File: src/rtl/wb_write_queue_pkg.sv
// Shared constants for the writeback queue: register x0 value and entry source tags.
// Entry layout is {src, rd, data}; the src bit only drives decisions when WB_BYPASS_EN is defined.
package wb_write_queue_pkg;

    localparam int unsigned REG_X0 = 0;

    localparam logic SRC_ALU = 1'b0;
    localparam logic SRC_LSU = 1'b1;

    function automatic int cnt_width(input int depth);
        return $clog2(depth + 1);
    endfunction

endpackage

File: src/rtl/wb_write_queue_fifo.sv
// Dual-push, single-pop circular buffer; entries are also presented in age order
// (index 0 = head) so the parent can compare every pending destination register.
module wb_fifo
    import wb_write_queue_pkg::*;
#(
    parameter int DEPTH = 4,
    parameter int ENT_W = 38,
    localparam int CNT_W = cnt_width(DEPTH)
) (
    input  logic                        clk,
    input  logic                        reset,
    input  logic                        push_a,
    input  logic [ENT_W-1:0]            din_a,
    input  logic                        push_b,
    input  logic [ENT_W-1:0]            din_b,
    input  logic                        pop,
    output logic [ENT_W-1:0]            head,
    output logic [CNT_W-1:0]            count,
    output logic [DEPTH-1:0]            age_valid,
    output logic [DEPTH-1:0][ENT_W-1:0] age_ent
);

    localparam int PTR_W = $clog2(DEPTH);

    logic [ENT_W-1:0] mem_q [DEPTH];
    logic [PTR_W-1:0] rd_ptr_q, rd_ptr_d;
    logic [PTR_W-1:0] wr_ptr_q, wr_ptr_d;
    logic [PTR_W-1:0] wr_ptr_nx;
    logic [CNT_W-1:0] count_q, count_d;

    // push_b is only ever asserted together with push_a, so it lands one slot later.
    always_comb begin
        wr_ptr_nx = wr_ptr_q + PTR_W'(1);
        wr_ptr_d  = wr_ptr_q + PTR_W'(push_a) + PTR_W'(push_b);
        rd_ptr_d  = rd_ptr_q + PTR_W'(pop);
        count_d   = count_q + CNT_W'(push_a) + CNT_W'(push_b) - CNT_W'(pop);
    end

    always_ff @(posedge clk or posedge reset) begin
        if (reset) begin
            rd_ptr_q <= '0;
            wr_ptr_q <= '0;
            count_q  <= '0;
        end else begin
            rd_ptr_q <= rd_ptr_d;
            wr_ptr_q <= wr_ptr_d;
            count_q  <= count_d;
        end
    end

    always_ff @(posedge clk) begin
        if (push_a) mem_q[wr_ptr_q]  <= din_a;
        if (push_b) mem_q[wr_ptr_nx] <= din_b;
    end

    assign head  = mem_q[rd_ptr_q];
    assign count = count_q;

    for (genvar gi = 0; gi < DEPTH; gi++) begin : g_age
        logic [PTR_W-1:0] idx;
        assign idx           = rd_ptr_q + PTR_W'(gi);
        assign age_ent[gi]   = mem_q[idx];
        assign age_valid[gi] = (CNT_W'(gi) < count_q);
    end

endmodule

File: src/rtl/wb_write_queue.sv
// Writeback queue feeding the integer register file write port, with decoder hazard flags.
// Define WB_BYPASS_EN to add forwarding outputs; hazards then only stall on pending loads.
module wb_write_queue
    import wb_write_queue_pkg::*;
#(
    parameter int DEPTH  = 4,
    parameter int ADDR_W = 5,
    parameter int DATA_W = 32
) (
    input  logic              clk,
    input  logic              reset,
    input  logic              alu_valid,
    input  logic [ADDR_W-1:0] alu_rd,
    input  logic [DATA_W-1:0] alu_data,
    output logic              alu_ready,
    input  logic              lsu_valid,
    input  logic [ADDR_W-1:0] lsu_rd,
    input  logic [DATA_W-1:0] lsu_data,
    output logic              lsu_ready,
    input  logic              wb_stall,
    input  logic [ADDR_W-1:0] rs_p0,
    input  logic [ADDR_W-1:0] rs_p1,
    output logic              hz_p0,
    output logic              hz_p1,
    output logic              we_p2,
    output logic [ADDR_W-1:0] addr_p2,
    output logic [DATA_W-1:0] din_p2,
    output logic              empty
`ifdef WB_BYPASS_EN
    ,
    output logic              byp_hit_p0,
    output logic              byp_hit_p1,
    output logic [DATA_W-1:0] byp_data_p0,
    output logic [DATA_W-1:0] byp_data_p1
`endif
);

    localparam int ENT_W = 1 + ADDR_W + DATA_W;
    localparam int CNT_W = cnt_width(DEPTH);
    localparam int RD_LO = DATA_W;
    localparam int RD_HI = DATA_W + ADDR_W - 1;

    logic [CNT_W-1:0]            count;
    logic [ENT_W-1:0]            head;
    logic [DEPTH-1:0]            age_valid;
    logic [DEPTH-1:0][ENT_W-1:0] age_ent;
    logic                        lsu_push, alu_push, push_a, push_b, pop;
    logic [ENT_W-1:0]            lsu_ent, alu_ent, din_a;

    logic              we_q, we_d;
    logic [ADDR_W-1:0] addr_q, addr_d;
    logic [DATA_W-1:0] din_q, din_d;
`ifdef WB_BYPASS_EN
    logic              src_q, src_d;
`endif

    // Readiness depends only on the registered count; a pop this cycle does not free a slot early.
    assign lsu_ready = (count <= CNT_W'(DEPTH - 1));
    assign alu_ready = lsu_valid ? (count <= CNT_W'(DEPTH - 2)) : (count <= CNT_W'(DEPTH - 1));

    assign lsu_push = lsu_valid && lsu_ready && (lsu_rd != ADDR_W'(REG_X0));
    assign alu_push = alu_valid && alu_ready && (alu_rd != ADDR_W'(REG_X0));
    assign lsu_ent  = {SRC_LSU, lsu_rd, lsu_data};
    assign alu_ent  = {SRC_ALU, alu_rd, alu_data};
    assign push_a   = lsu_push || alu_push;
    assign din_a    = lsu_push ? lsu_ent : alu_ent;
    assign push_b   = lsu_push && alu_push;
    assign pop      = (count != '0) && !wb_stall;

    wb_fifo #(
        .DEPTH (DEPTH),
        .ENT_W (ENT_W)
    ) u_fifo (
        .clk       (clk),
        .reset     (reset),
        .push_a    (push_a),
        .din_a     (din_a),
        .push_b    (push_b),
        .din_b     (alu_ent),
        .pop       (pop),
        .head      (head),
        .count     (count),
        .age_valid (age_valid),
        .age_ent   (age_ent)
    );

    // The register file masks reads matching addr_p2, so the address must return to x0 when idle.
    always_comb begin
        we_d   = 1'b0;
        addr_d = '0;
        din_d  = din_q;
`ifdef WB_BYPASS_EN
        src_d  = src_q;
`endif
        if (pop) begin
            we_d   = 1'b1;
            addr_d = head[RD_HI:RD_LO];
            din_d  = head[DATA_W-1:0];
`ifdef WB_BYPASS_EN
            src_d  = head[ENT_W-1];
`endif
        end
    end

    always_ff @(posedge clk or posedge reset) begin
        if (reset) begin
            we_q   <= 1'b0;
            addr_q <= '0;
            din_q  <= '0;
`ifdef WB_BYPASS_EN
            src_q  <= SRC_ALU;
`endif
        end else begin
            we_q   <= we_d;
            addr_q <= addr_d;
            din_q  <= din_d;
`ifdef WB_BYPASS_EN
            src_q  <= src_d;
`endif
        end
    end

    assign we_p2   = we_q;
    assign addr_p2 = addr_q;
    assign din_p2  = din_q;
    assign empty   = (count == '0) && !we_q;

    logic [ADDR_W-1:0] rs_sel [2];
    logic [1:0]        hz_vec;
    assign rs_sel[0] = rs_p0;
    assign rs_sel[1] = rs_p1;

`ifdef WB_BYPASS_EN
    logic [1:0]        hit_vec;
    logic [DATA_W-1:0] bdata_vec [2];
`endif

    // Scan oldest to youngest (output register, then FIFO head..tail) so the last match wins.
    for (genvar gi = 0; gi < 2; gi++) begin : g_port
        logic hz;
`ifdef WB_BYPASS_EN
        logic              hit;
        logic [DATA_W-1:0] bdat;
`endif
        always_comb begin
            hz = 1'b0;
`ifdef WB_BYPASS_EN
            hit  = 1'b0;
            bdat = '0;
`endif
            if (rs_sel[gi] != ADDR_W'(REG_X0)) begin
                if (we_q && (addr_q == rs_sel[gi])) begin
`ifdef WB_BYPASS_EN
                    hit  = 1'b1;
                    bdat = din_q;
                    hz   = hz || (src_q == SRC_LSU);
`else
                    hz   = 1'b1;
`endif
                end
                for (int k = 0; k < DEPTH; k++) begin
                    if (age_valid[k] && (age_ent[k][RD_HI:RD_LO] == rs_sel[gi])) begin
`ifdef WB_BYPASS_EN
                        hit  = 1'b1;
                        bdat = age_ent[k][DATA_W-1:0];
                        hz   = hz || (age_ent[k][ENT_W-1] == SRC_LSU);
`else
                        hz   = 1'b1;
`endif
                    end
                end
            end
        end
        assign hz_vec[gi] = hz;
`ifdef WB_BYPASS_EN
        assign hit_vec[gi]   = hit;
        assign bdata_vec[gi] = bdat;
`endif
    end

    assign hz_p0 = hz_vec[0];
    assign hz_p1 = hz_vec[1];

`ifdef WB_BYPASS_EN
    assign byp_hit_p0  = hit_vec[0];
    assign byp_hit_p1  = hit_vec[1];
    assign byp_data_p0 = bdata_vec[0];
    assign byp_data_p1 = bdata_vec[1];
`else
    // Source tag and entry data only matter for forwarding.
    logic unused_fields;
    assign unused_fields = ^{age_ent, head[ENT_W-1]};
`endif

endmodule

File: config.mk
export PLATFORM = sky130hd
export DESIGN_NAME = wb_write_queue
export DESIGN_NICKNAME = d
export VERILOG_FILES = /design/src/rtl/wb_write_queue_pkg.sv /design/src/rtl/wb_write_queue_fifo.sv /design/src/rtl/wb_write_queue.sv
export SDC_FILE = /design/constraint.sdc
export NUM_CORES = 1
export LEC_CHECK = 0
export ABC_AREA = 1
export CELL_PAD_IN_SITES_DETAIL_PLACEMENT = 0
export CELL_PAD_IN_SITES_GLOBAL_PLACEMENT = 1
export CORE_MARGIN = 2
export CORE_UTILIZATION = 45
export DETAILED_ROUTE_END_ITERATION = 10
export GPL_ROUTABILITY_DRIVEN = 0
export PLACE_DENSITY_LB_ADDON = 0.1
export SLEW_MARGIN = 20
export SYNTH_ARGS = -nofsm -noshare
export SYNTH_HDL_FRONTEND = slang
export SYNTH_SLANG_ARGS = --single-unit
export TNS_END_PERCENT = 100
File: constraint.sdc
create_clock -name clk -period 5.4 [get_ports clk]
set_input_delay 0.54 -clock clk [delete_from_list [all_inputs] [get_ports clk]]
set_output_delay 0.54 -clock clk [all_outputs]
set_load 0.02 [all_outputs]
==> flow_metrics.env, run 1 <==
export IMPL_outcome="completed"
export IMPL_grt_pass1_wl_um=46800
export IMPL_synthArstFlopShare_pct=23.3
export IMPL_dp_slack_ps=1620
export IMPL_hold_buffers=0
export IMPL_end_kind="primary output"
export IMPL_fmax_mhz=261
export IMPL_synth_edf_count=148
export IMPL_port_buffers=131
export IMPL_yosys_top_cells_area="edfxtp_1 (42%), nand2_1 (16%), dfrtp_1 (11%)"
export IMPL_worstSetupPathType="reg -> out"
export IMPL_track_usage_pct=24.9
export IMPL_fp_row_count=55
export IMPL_cts_max_path_buffers=2
export IMPL_hpwlAfterDp_um=18900
export IMPL_grt_antenna_before_repair=0
export IMPL_initial_core_util_pct=46.2
export IMPL_routed_wl_um=30100
export IMPL_grt_overflow=0
export IMPL_synth_largest_type_area_fraction_pct=42.2
export IMPL_maxSlewViolCount=0
export IMPL_cts_root_buffer="clkbuf_16"
export IMPL_ys_seq_elements=193
export IMPL_core_um2=22800
export IMPL_fillers=2152
export IMPL_first_iter_violations=658
export IMPL_p_per_area_nw_per_um2=559
export IMPL_fin_worst_skew_ps=12.4
export IMPL_post_route_period_util_pct=70.9
export IMPL_die_h_um=157
export IMPL_finalInstanceArea_um2=12500
export IMPL_die_w_um=157
export IMPL_ys_seq_area_share_pct=52.9
export IMPL_drt_wirelength_per_cell_um=18.4
export IMPL_path_clk_slew_ps=80
export IMPL_place_area_um2=11900
export IMPL_period_needed_ps=3830
export IMPL_htree_levels=4
export IMPL_cts_tree="done"
export IMPL_worst_slack_ps=1570
export IMPL_nNetsFinal=1406
export IMPL_grt_max_degree=47
export IMPL_clkLatencyLatePin_ps=440
export IMPL_via_count=9009
export IMPL_dieArea_um2=24600
export IMPL_worst_pin_slew_ps=788
export IMPL_synthToLayoutAreaGrowth_pct=18.6
export IMPL_rsz0062_at_grt="false"
export IMPL_drv_cap=0
export IMPL_synthFlopType="edfxtp_1"
export IMPL_synth_nets=1308
export IMPL_grt_pass1_vias=8503
export IMPL_numCtsBuffers=17
export IMPL_fin_tns_setup_ps=0
export IMPL_vias_per_cell=5.51
export IMPL_yosysTopAreaCell="edfxtp_1"
export IMPL_setup_worst_path_start_class="flip-flop"
export IMPL_synth_area_um2=10500
export IMPL_cts_resized=0
export IMPL_syn_inst=1212
export IMPL_antenna_left=0
export IMPL_io_pins=132
export IMPL_cp_max_fo=17
export IMPL_cts_setup_buffers=0
export IMPL_drc=0
export IMPL_drive_gt1_share_pct=6.58
export IMPL_cp_required_ps=4860
export IMPL_yosysMostFrequentCell="nand2_1"
export IMPL_antenna_cells=0
export IMPL_finalSetupViolCount=0
export IMPL_max_slew_margin_pct=47.4
export IMPL_finish_utilization_pct=54.8
export IMPL_synth_cell_types=37
export IMPL_synth_common_cells="nand2_1 (462), edfxtp_1 (148), o22ai_1 (143)"
export IMPL_p_leak_nw=5.20
export IMPL_vdd_drop_max_mv=0.261
export IMPL_ys_warn_count=0
export IMPL_hold_viol=0
export IMPL_min_path_type="reg -> reg"
export IMPL_crit_arrival_ps=3290
export IMPL_syn_area_per_cell_um2=8.69
export IMPL_holdWs_ps=479
export IMPL_first_pass_iters=5
export IMPL_clkSinkCount=193
[layout by cell type, fill, tap and decap left out, types with 10 or more instances in the layout]
cell type / Yosys / final
nand2_1: 462 / 457
edfxtp_1: 148 / 148
o22ai_1: 143 / 143
clkdlybuf4s50_1: 0 / 131
inv_1: 87 / 86
nand3_1: 76 / 76
nor2_1: 50 / 50
dfrtp_1: 45 / 45
o21ai_0: 42 / 42
nand4_1: 32 / 32
buf_4: 9 / 19
clkbuf_16: 0 / 17
nand2_2: 6 / 10
o22ai_2: 10 / 10
[per-layer routing]
layer,up-vias,track usage (%),part of all wire (%)
li1,4371,-,-
met1,4270,34.8,44
met2,343,40.4,48
met3,25,4.16,6.4
met4,0,6.60,1.2
met5,-,0,0
[kinds of logic after synthesis]
kind of cell               Yosys count  share of synthesized area [%]
and+or+nand+nor                    639                           25.3
AOI/OAI and AO/OA                  205                           12.6
DFF                                193                           52.9
buffers and inverters              163                           7.80
adders and majority gates            7                           1.05
xor gates and xnor gates             5                          0.416
[sequential cells by signal (all words and copies together) (netlist names)]
signal / flops
u_fifo.mem_q: 148
din_p2: 32
addr_p2: 5
u_fifo.count: 3
u_fifo.rd_ptr_q: 2
u_fifo.wr_ptr_q: 2
we_p2: 1
[worst max-delay path, stage by stage, from the launching register on]
cell	delay (ps)
dfrtp_1	680
inv_1	370
nand2_1	200
nand2_2	240
nand2_1	180
nand2_1	80
nand2_1	80
nand2_1	50
nor2_1	90
nand3_1	70
nand2_1	80
nor2_1	40
nor2_1	80
clkdlybuf4s50_1	610
[power by group]
group	switching [mW]	internal, mW	leakage [nW]
sequential	0.232	2.23	1.91
clock	0.603	0.621	0.279
combinational	2.20	1.09	3.01
[final timing paths]
kind	start	end	slack, ps	depth (start not counted)
worst min-delay path	din_p2[14]	din_p2[14]	480	2
worst min register to register	din_p2[14]	din_p2[14]	480	2
worst max-delay path	u_fifo.rd_ptr_q[1]	hz_p0	1570	13
max in group asynchronous	reset	u_fifo.wr_ptr_q[0]	4330	3
worst max register to register	u_fifo.count[2]	u_fifo.mem_q[1][27]	2120	6
min in group asynchronous	reset	din_p2[7]	610	3
[area by class of cell]
class | count | area, um2 | share of cell area [%]
Sequential cell | 193 | 5570 | 44.6
Tap cell | 313 | 392 | 3.13
Multi-Input combinational cell | 856 | 4170 | 33.4
Inverter | 92 | 347 | 2.77
Timing Repair Buffer | 150 | 1450 | 11.6
Clock inverter | 13 | 121 | 0.971
Clock buffer | 19 | 443 | 3.55
[through the flow]
| stage | cells | total power [mW] |
|---|---|---|
| 3_3_place_gp | 1604 | 5.75 |
| 4_1_cts | 1636 | 6.99 |
| 2_1_floorplan | 1212 | 4.73 |
| 3_5_place_dp | 1604 | 5.78 |
| 5_1_grt | 1636 | 7.49 |
| 6_report | 1636 | 6.98 |
No activity file was read; power rests on OpenSTA's default activity.
==> run 2: changes to the inputs <==
Settings changed: CORE_UTILIZATION 45 to 38.
Clock period 5.4 ns to 3.4 ns, I/O delays scaled along.
==> flow_metrics.env, run 2 (synthesis results as in run 1) <==
export IMPL_drt_wirelength_per_cell_um=19.1
export IMPL_numCtsBuffers=17
export IMPL_fillers=2646
export IMPL_antenna_left=0
export IMPL_setup_worst_path_start_class="flip-flop"
export IMPL_fin_worst_skew_ps=15.3
export IMPL_multiInputGateArea_um2=4170
export IMPL_vdd_drop_max_mv=0.466
export IMPL_p_leak_nw=5.32
export IMPL_port_buffers=131
export IMPL_finalInstanceArea_um2=12800
export IMPL_combPwrFrac_pct=48.4
export IMPL_cp_max_fo=7
export IMPL_cp_required_ps=3060
export IMPL_crit_arrival_ps=2830
export IMPL_min_path_type="in -> async"
export IMPL_dieArea_um2=29100
export IMPL_cts_root_buffer="clkbuf_16"
export IMPL_hold_viol=0
export IMPL_drv_cap=0
export IMPL_grt_pass1_vias=8860
export IMPL_worstSetupPathType="reg -> out"
export IMPL_finish_utilization_pct=47.2
export IMPL_end_kind="primary output"
export IMPL_max_slew_margin_pct=41.0
export IMPL_first_iter_violations=646
export IMPL_core_um2=27100
export IMPL_drc=0
export IMPL_p_seq_share_pct=34.1
export IMPL_path_clk_slew_ps=80
export IMPL_worstPathCellList="inv_1 > ha_1 > a21oi_2 > nand2_1 > nor2_1 > nand3_1 > nand2_1 > nor2_1 > nor2_1 > clkdlybuf4s50_1"
export IMPL_maxSlewViolCount=0
export IMPL_clkLatencyLatePin_ps=440
export IMPL_antenna_cells=0
export IMPL_synthToLayoutAreaGrowth_pct=21.6
export IMPL_fp_row_count=60
export IMPL_routed_wl_um=32800
export IMPL_initial_core_util_pct=38.9
export IMPL_swShare_pct=43.9
export IMPL_fin_tns_setup_ps=0
export IMPL_cp_slowest_stage_delay_ps=620
export IMPL_die_w_um=170
export IMPL_outcome="completed"
export IMPL_post_route_period_util_pct=93.2
export IMPL_io_pins=132
export IMPL_critPathBufInv=2
export IMPL_regArea_um2=5570
export IMPL_grt_max_degree=38
export IMPL_cts_tree="done"
export IMPL_finalSetupViolCount=0
export IMPL_die_h_um=170
export IMPL_p_switching_mw=5.02
export IMPL_largest_reg_flops=148
export IMPL_nNetsFinal=1429
export IMPL_final_common_cell="nand2_1"
export IMPL_clkPwrFrac_pct=17.5
export IMPL_worst_pin_slew_ps=883
export IMPL_vias_per_cell=5.27
export IMPL_grt_overflow=0
export IMPL_clkSinkCount=193
export IMPL_drive_gt1_share_pct=8.40
export IMPL_critPathTopFamily="buffers and inverters"
export IMPL_htree_levels=4
export IMPL_crit_top_cell="nor2_1"
export IMPL_via_count=9060
export IMPL_p_int_mw=6.41
export IMPL_period_needed_ps=3170
export IMPL_cts_max_path_buffers=2
export IMPL_rsz0062_at_grt="false"
export IMPL_fmax_mhz=315
export IMPL_slowest_stage="clkdlybuf4s50_1"
export IMPL_layout_common_cells="nand2_1 (457), edfxtp_1 (148), o22ai_1 (143), clkdlybuf4s50_1 (131), inv_1 (85)"
export IMPL_grt_pass1_wl_um=50600
export IMPL_p_per_area_nw_per_um2=893
export IMPL_grt_antenna_before_repair=0
export IMPL_track_usage_pct=23.0
export IMPL_first_pass_iters=4
export IMPL_largest_register="u_fifo.mem_q"
export IMPL_place_area_um2=12200
export IMPL_hpwlAfterDp_um=21300
run 2: cell types whose count changed in the layout (fill, tap and decap cells not counted), sizes merged:
cell      before  now
buf           19   42
clkinvlp       0    4
clkbuf        19   17
clkinv         9    8
inv           96   95
run 2: worst register-to-register path: stages (launching register included):
cell and delay (ps):
dfrtp_1 510, inv_1 160, ha_1 250, a21oi_2 220, o22ai_4 110, nand2_4 140
nor2_8 60, nand2_1 80, ha_1 240, fa_1 380, inv_1 90, fa_1 420
run 2: power by group through the flow:
stage	Combinational [mW]	Clock, mW	Sequential, mW
4_1_cts	5.52	2.04	3.89
2_1_floorplan	3.38	0	4.13
6_report	5.53	2.00	3.89
3_3_place_gp	5.48	0	3.93
3_5_place_dp	5.51	0	3.93
5_1_grt	6.18	2.12	3.98
run 2: final cells by class:
| type | count | share of cell area (%) |
|---|---|---|
| Multi-Input combinational cell | 856 | 32.6 |
| Inverter | 92 | 2.76 |
| Clock buffer | 17 | 3.32 |
| Sequential cell | 193 | 43.5 |
| Timing Repair Buffer | 173 | 13.0 |
| Tap cell | 372 | 3.64 |
| Clock inverter | 15 | 1.17 |
run 2: per-stage QoR:
stage | worst slack [ps] | power (mW) | instances | hold slack [ps]
2_1_floorplan | 507 | 7.52 | 1212 | 461
6_report | 230 | 11.4 | 1718 | 256
4_1_cts | 56.9 | 11.5 | 1716 | 269
3_3_place_gp | 526 | 9.41 | 1684 | 462
5_1_grt | 42.8 | 12.3 | 1718 | 302
3_5_place_dp | 512 | 9.44 | 1684 | 464
run 2: what timing repair did:
item / CTS / global route
setup endpoints to repair: 0 / 2
resized for setup: 0 / 6
hold buffers: 0 / 0
setup buffers: 0 / 2
run 2: per-layer routing:
| layer | up-vias | global-route usage, % | share of wire, % | routed length, um |
|---|---|---|---|---|
| met2 | 324 | 38.7 | 48 | 15600 |
| met4 | 0 | 7.77 | 2.2 | 729 |
| met3 | 46 | 3.16 | 5.7 | 1860 |
| li1 | 4426 | - | - | - |
| met5 | - | 0 | 0 | 0 |
| met1 | 4264 | 30.7 | 44 | 14500 |
run 2: final timing paths:
| kind | start | end | slack [ps] | cells past startpoint |
|---|---|---|---|---|
| hold reg to reg | din_p2[3] | din_p2[3] | 480 | 2 |
| min in group clk | din_p2[3] | din_p2[3] | 480 | 2 |
| hold / removal | reset | din_p2[6] | 260 | 2 |
| max in group asynchronous | reset | din_p2[28] | 2310 | 3 |
| setup / recovery | u_fifo.count[2] | hz_p1 | 230 | 10 |
| setup reg to reg | u_fifo.count[2] | u_fifo.count[1] | 600 | 11 |
